--- config.mk ---
export PLATFORM = sky130hd
export DESIGN_NAME = id_ex_stage
export DESIGN_NICKNAME = d
export VERILOG_FILES = /design/src/rtl/cpu_pkg.sv /design/src/rtl/fwd_unit.sv /design/src/rtl/id_ex_stage.sv
export SDC_FILE = /design/constraint.sdc
export NUM_CORES = 1
export LEC_CHECK = 0
export ABC_AREA = 1
export ABC_CLOCK_PERIOD_IN_PS = 2600
export BUFFER_PORTS_ARGS = -buffer_cell sky130_fd_sc_hd__buf_2
export CAP_MARGIN = 20
export CORE_AREA = 2 2 158 160
export CTS_CLUSTER_DIAMETER = 80
export DETAILED_ROUTE_END_ITERATION = 8
export DIE_AREA = 0 0 160 162
export PLACE_DENSITY = 0.71
export SYNTH_ARGS = -nofsm -noshare
export SYNTH_HDL_FRONTEND = slang
export SYNTH_HIERARCHICAL = 1
export SYNTH_SLANG_ARGS = --single-unit
--- constraint.sdc ---
create_clock -name clk -period 2.6 [get_ports clk]
set_input_delay 0.26 -clock clk [delete_from_list [all_inputs] [get_ports clk]]
set_output_delay 0.26 -clock clk [all_outputs]
set_load 0.01 [all_outputs]
--- src/rtl/cpu_pkg.sv ---
// Shared CPU pipeline definitions: forwarding selects, bubble control and
// default control-bundle width.
package cpu_pkg;

  localparam int CTRL_W = 12;

  // Opaque control value that EX treats as "do nothing".
  localparam int CTRL_NOP = 0;

  typedef enum logic [1:0] {
    FWD_REG = 2'b00,
    FWD_WB  = 2'b01,
    FWD_MEM = 2'b10
  } fwd_sel_e;

  // Register 0 is hardwired, so a write to it can never be a forwarding source.
  function automatic logic dest_hits(input logic       regwrite,
                                     input logic [4:0] rd,
                                     input logic [4:0] rs);
    return regwrite && (rd != 5'd0) && (rd == rs);
  endfunction

endpackage

--- src/rtl/fwd_unit.sv ---
// Operand forwarding select for one EX source register; EX/MEM beats MEM/WB.
module fwd_unit
  import cpu_pkg::*;
(
  input  logic [4:0] rs,
  input  logic       exmem_regwrite,
  input  logic [4:0] exmem_rd,
  input  logic       memwb_regwrite,
  input  logic [4:0] memwb_rd,
  output logic [1:0] fwd
);

  fwd_sel_e sel;

  always_comb begin
    sel = FWD_REG;
    if (dest_hits(exmem_regwrite, exmem_rd, rs)) begin
      sel = FWD_MEM;
    end else if (dest_hits(memwb_regwrite, memwb_rd, rs)) begin
      sel = FWD_WB;
    end
  end

  assign fwd = sel;

endmodule

--- src/rtl/id_ex_stage.sv ---
// ID/EX pipeline register with load-use hazard detection, bubble insertion
// and EX operand forwarding from EX/MEM and MEM/WB.
module id_ex_stage
  import cpu_pkg::*;
#(
  parameter int XLEN   = 32,
  parameter int CTRL_W = cpu_pkg::CTRL_W
) (
  input  logic              clk,
  input  logic              rst,
  input  logic              id_valid,
  input  logic [XLEN-1:0]   id_pc,
  input  logic [XLEN-1:0]   id_imm,
  input  logic [4:0]        id_rs1,
  input  logic [4:0]        id_rs2,
  input  logic [4:0]        id_rd,
  input  logic              id_uses_rs1,
  input  logic              id_uses_rs2,
  input  logic              id_regwrite,
  input  logic              id_memread,
  input  logic [CTRL_W-1:0] id_ctrl,
  input  logic [XLEN-1:0]   id_rd1,
  input  logic [XLEN-1:0]   id_rd2,
  input  logic              flush,
  input  logic              ex_hold,
  input  logic              exmem_regwrite,
  input  logic              memwb_regwrite,
  input  logic [4:0]        exmem_rd,
  input  logic [4:0]        memwb_rd,
  input  logic [XLEN-1:0]   exmem_result,
  input  logic [XLEN-1:0]   memwb_wd,
  output logic              stall,
  output logic              ex_valid,
  output logic              ex_regwrite,
  output logic              ex_memread,
  output logic [XLEN-1:0]   ex_pc,
  output logic [XLEN-1:0]   ex_imm,
  output logic [4:0]        ex_rs1,
  output logic [4:0]        ex_rs2,
  output logic [4:0]        ex_rd,
  output logic [CTRL_W-1:0] ex_ctrl,
  output logic [XLEN-1:0]   ex_op_a,
  output logic [XLEN-1:0]   ex_op_b,
  output logic [1:0]        fwd_a,
  output logic [1:0]        fwd_b
);

  logic [XLEN-1:0] rd1_q;
  logic [XLEN-1:0] rd2_q;
  logic            luse;
  logic            rs1_hit;
  logic            rs2_hit;

  // A load in EX only blocks a consumer of its (non-zero) destination.
  always_comb begin
    rs1_hit = id_uses_rs1 && (id_rs1 == ex_rd);
    rs2_hit = id_uses_rs2 && (id_rs2 == ex_rd);
    luse    = id_valid && ex_valid && ex_memread && (ex_rd != 5'd0) &&
              (rs1_hit || rs2_hit);
    stall   = luse || ex_hold;
  end

  fwd_unit u_fwd_a (
    .rs             (ex_rs1),
    .exmem_regwrite (exmem_regwrite),
    .exmem_rd       (exmem_rd),
    .memwb_regwrite (memwb_regwrite),
    .memwb_rd       (memwb_rd),
    .fwd            (fwd_a)
  );

  fwd_unit u_fwd_b (
    .rs             (ex_rs2),
    .exmem_regwrite (exmem_regwrite),
    .exmem_rd       (exmem_rd),
    .memwb_regwrite (memwb_regwrite),
    .memwb_rd       (memwb_rd),
    .fwd            (fwd_b)
  );

  always_comb begin
    ex_op_a = rd1_q;
    case (fwd_a)
      FWD_MEM: ex_op_a = exmem_result;
      FWD_WB:  ex_op_a = memwb_wd;
      default: ex_op_a = rd1_q;
    endcase
  end

  always_comb begin
    ex_op_b = rd2_q;
    case (fwd_b)
      FWD_MEM: ex_op_b = exmem_result;
      FWD_WB:  ex_op_b = memwb_wd;
      default: ex_op_b = rd2_q;
    endcase
  end

  always_ff @(posedge clk) begin
    if (!rst) begin
      ex_valid    <= 1'b0;
      ex_regwrite <= 1'b0;
      ex_memread  <= 1'b0;
      ex_ctrl     <= CTRL_W'(CTRL_NOP);
      ex_pc       <= '0;
      ex_imm      <= '0;
      ex_rs1      <= '0;
      ex_rs2      <= '0;
      ex_rd       <= '0;
      rd1_q       <= '0;
      rd2_q       <= '0;
    end else if (ex_hold) begin
      // Latch the forwarded operands: their producers leave EX/MEM and
      // MEM/WB while this instruction waits.
      rd1_q <= ex_op_a;
      rd2_q <= ex_op_b;
    end else if (flush || luse) begin
      ex_valid    <= 1'b0;
      ex_regwrite <= 1'b0;
      ex_memread  <= 1'b0;
      ex_ctrl     <= CTRL_W'(CTRL_NOP);
      ex_pc       <= '0;
      ex_imm      <= '0;
      ex_rs1      <= '0;
      ex_rs2      <= '0;
      ex_rd       <= '0;
      rd1_q       <= '0;
      rd2_q       <= '0;
    end else begin
      ex_valid    <= id_valid;
      ex_regwrite <= id_regwrite;
      ex_memread  <= id_memread;
      ex_ctrl     <= id_ctrl;
      ex_pc       <= id_pc;
      ex_imm      <= id_imm;
      ex_rs1      <= id_rs1;
      ex_rs2      <= id_rs2;
      ex_rd       <= id_rd;
      rd1_q       <= id_rd1;
      rd2_q       <= id_rd2;
    end
  end

  // A redirect cannot arrive while EX is stalled; hold takes priority if it does.
  a_no_flush_during_hold: assert property (
    @(posedge clk) disable iff (!rst) !(flush && ex_hold));

endmodule

==> run summary <==
The flop and latch count out of synthesis is 158, and the number of antenna violations at the first check in global routing is 7. The worst slew slack as a fraction of its limit was 0.493; the warning count from the yosys run was 6. For the pin with the worst max-slew slack, the measured transition is 0.761 ns. The post-detailed-placement half-perimeter wirelength is 24200 µm. The analysis attributes to cell leakage a power of 7.30 nW.

At the worst endpoint, the arrival time is 2.50 ns. Setup repair after global routing could not meet its margin everywhere. Detailed routing inserted a total of 11900 vias. The via count of the first global-routing pass is 11300, and the routed length per placed instance is 17.9 µm. The tools report the effective utilization at floorplan as 0.423.

The biggest area contributor in the post-synthesis netlist is sky130_fd_sc_hd__dfxtp_1. For the worst-skew pair, the clock arrives at the later sink with an insertion delay of 0.43 ns. The run gives 0 as the post-detailed-route count of antenna-violating nets.

The cell count after synthesis is 1543. The global-route wire length before repair is 59700 µm, and the per-cell via count in the routed design is 5.15. The count of maximum capacitance violations came out at 0. The highest ir drop seen on vdd is 432 µV, and the distinct cell type count after synthesis is 24. The core region is 0.0241 mm². The flow ran to the end, but the final reports show violations.

Among the stages of the critical path, the cell type that occurs most often is sky130_fd_sc_hd__nand2_1. The run gives 0.288 as the total routing usage reported by global routing. For this design, the sink count on the clock tree is 158.

For the final setup slack of the worst path, the log shows -0.156 ns. The logs give 2217 for the total number of nets in the final design and 0.0214 ns for the clock skew after layout. In this run, the number of DRC markers left after iteration 0 of detailed routing was 872. The tools report the number of failing setup endpoints in the final timing report as 64. The mean area per synthesized cell works out to 6.61 µm². The type of element capturing the critical path was an output pin. The pin count of the biggest net entering global routing is 159. The tools report the final-report max-slew violation count as 0. For the number of rows in the core area, the log shows 57.

After layout, the minimum clock period comes to 2.76 ns. The mapped cell area is 0.0102 mm², and the relative area change from synthesis to final layout is 50.1%. For the layout filler cell count, the log shows 2108. The die is 160 µm wide.

The run gives 0.636 as the post-layout utilization of the core. The die covers 0.0259 mm². In this run, placement finished with an instance count of 2190. Input and output buffers added on the ports amount to 402. Hold repair after CTS inserted 0 buffers. The logs give 0 for the final routed DRC violation total and 403 for the number of placed I/O pins.

In this run the deepest clock path goes through 2 buffers. The die extent in y was 162 µm. The final reports fail on setup timing. The worst setup path is launched from a flop.

The H-tree depth came out at 4. The fraction of layout cells with a size suffix above 1 came out at 0.491. The register clock-pin slew on the reported worst setup and hold paths was 0.08 ns; the share of the synthesized area in the top cell type was 0.310. The finished layout holds 2312 standard cells, fillers aside. The number of nets handed over by synthesis was 1787. The min-delay analysis places its worst path in the category in2reg.

The maximum achievable frequency was 363 MHz. Along the worst path, the maximum fanout reaches 8. The cell at the slowest stage of the critical path is sky130_fd_sc_hd__ha_4. The critical path goes through inv_2, nand2_1, nand2_1, nand2_1, nor2_2, nand3_2, nor2_4, inv_2, ha_4, buf_12, a21oi_4, a22oi_2, buf_2.

The first detailed-routing pass ran for 5 iterations. Hold timing on the final database bottoms out at a slack of 0.145 ns. TritonCTS built the clock tree. The total global routing overflow was 0. The clock root buffer master is sky130_fd_sc_hd__clkbuf_16. In the layout the commonest cells are 383 x sky130_fd_sc_hd__buf_2, 284 x sky130_fd_sc_hd__inv_1, 262 x sky130_fd_sc_hd__nand2_1.

The sequential area share after synthesis was 0.310. Commonest non-fill, non-tap cell in the layout: sky130_fd_sc_hd__buf_2. The overall routed net length came out at 41300 µm. Ranked by total cell area, the synthesized netlist is headed by sky130_fd_sc_hd__dfxtp_1 31%, sky130_fd_sc_hd__inv_1 12%, sky130_fd_sc_hd__nand2_1 11%. The portion of the clock cycle consumed by the worst path in the final layout came out at 1.06. The worst stage delay on the critical path works out to 0.39 ns.

Number of buffers created by CTS: 17. The critical path in this run is classified as reg2out. At the worst endpoint, the required time is 2.34 ns. For the number of failing hold endpoints at the final stage, the log shows 0. In this run the power density over the cells is 433 mW/mm². The congestion estimate from routability-driven global placement came to 0.947. Summed over all failing endpoints, the final setup total negative slack is -4.41 ns.
## path summary, 6_finish.rpt
check / startpoint / endpoint / slack (ns) / depth (start not counted)
worst max register to register: ex_rs1[1] / rd1_q[29] / 0 / 18
worst min-delay path: id_ctrl[5] / ex_ctrl[5] / 0.15 / 5
worst min register to register: ex_imm[19] / ex_imm[19] / 0.46 / 2
worst max-delay path: ex_rs1[1] / ex_op_a[26] / -0.16 / 13
## final cells by class
| cell class | count | area, µm² | share of cell area |
|---|---|---|---|
| Antenna cell | 3 | 7.51 | 0.000490 |
| Clock buffer | 17 | 425 | 0.0278 |
| Clock inverter | 14 | 196 | 0.0128 |
| Inverter | 324 | 1260 | 0.0821 |
| Multi-Input combinational cell | 948 | 6210 | 0.406 |
| Sequential cell | 158 | 3190 | 0.208 |
| Tap cell | 324 | 405 | 0.0265 |
| Timing Repair Buffer | 524 | 3630 | 0.237 |
## routing by layer
layer	track usage	vias to the layer above	part of all wire
li1	-	5650	-
met1	0.343	5454	0.38
met2	0.503	651	0.49
met3	0.0679	134	0.090
met4	0.115	8	0.042
met5	0	-	0.0013
## critical path, delay by kind of cell, from the launching register on
| kind | cells | cell delay, ns |
|---|---|---|
| AOI/OAI and AO/OA | 2 | 0.22 |
| and+or+nand+nor | 6 | 0.59 |
| DFF | 1 | 0.37 |
| adders and majority gates | 1 | 0.39 |
| buffers and inverters | 4 | 0.48 |
## state kept, by name (all words and copies together) (netlist names)
register and flops:
ex_rs2 5, ex_pc 32, ex_imm 32, ex_ctrl 12, rd1_q 32, ex_rd 5, ex_rs1 5, ex_regwrite 1
ex_memread 1, rd2_q 32, ex_valid 1
## cells by family (layout without fill, tap and decap cells)
kind of cell / Yosys count / count (layout) / synth area share
compound gates: 296 / 296 / 0.191
xor+xnor: 2 / 2 / 0.00172
fa+ha+maj: 4 / 4 / 0.00490
buf+inv: 437 / 879 / 0.183
flops: 158 / 158 / 0.310
other cells: 0 / 3 / 0
simple gates: 646 / 646 / 0.310
## through the flow
step / power (mW) / setup WS, ns / cell area [µm²]
final: 6.64 / -0.156 / 15300
after global routing: 6.87 / -0.261 / 15300
after floorplan: 3.24 / 0.133 / 10200
after detailed placement: 3.70 / -0.0474 / 12400
after CTS: 6.58 / -0.137 / 14500
after global placement: 3.69 / 0.0222 / 12400
## synthesized netlist by cell type (all sizes together)
cell    count
clkbuf     73
nand3     168
inv       322
a21oi     162
ha          4
nor2      183
clkinv      2
buf        40
dfxtp     158
o22ai      62
nand2     293
xor2        2
nand4       2
a21boi      2
a22oi       2
o21ai      68
## power by group
| part | internal (mW) | switching, mW |
|---|---|---|
| sequential | 2.51 | 0.0501 |
| clock | 1.55 | 1.19 |
| combinational | 0.554 | 0.776 |
| total | 4.62 | 2.02 |
## repair_timing
item,in CTS,in global routing
pin swaps,33,68
setup buffers,37,35
gates resized for setup,275,119
setup endpoints to repair,64,66
cloned,15,7
No activity file was read; power rests on OpenSTA's default activity.
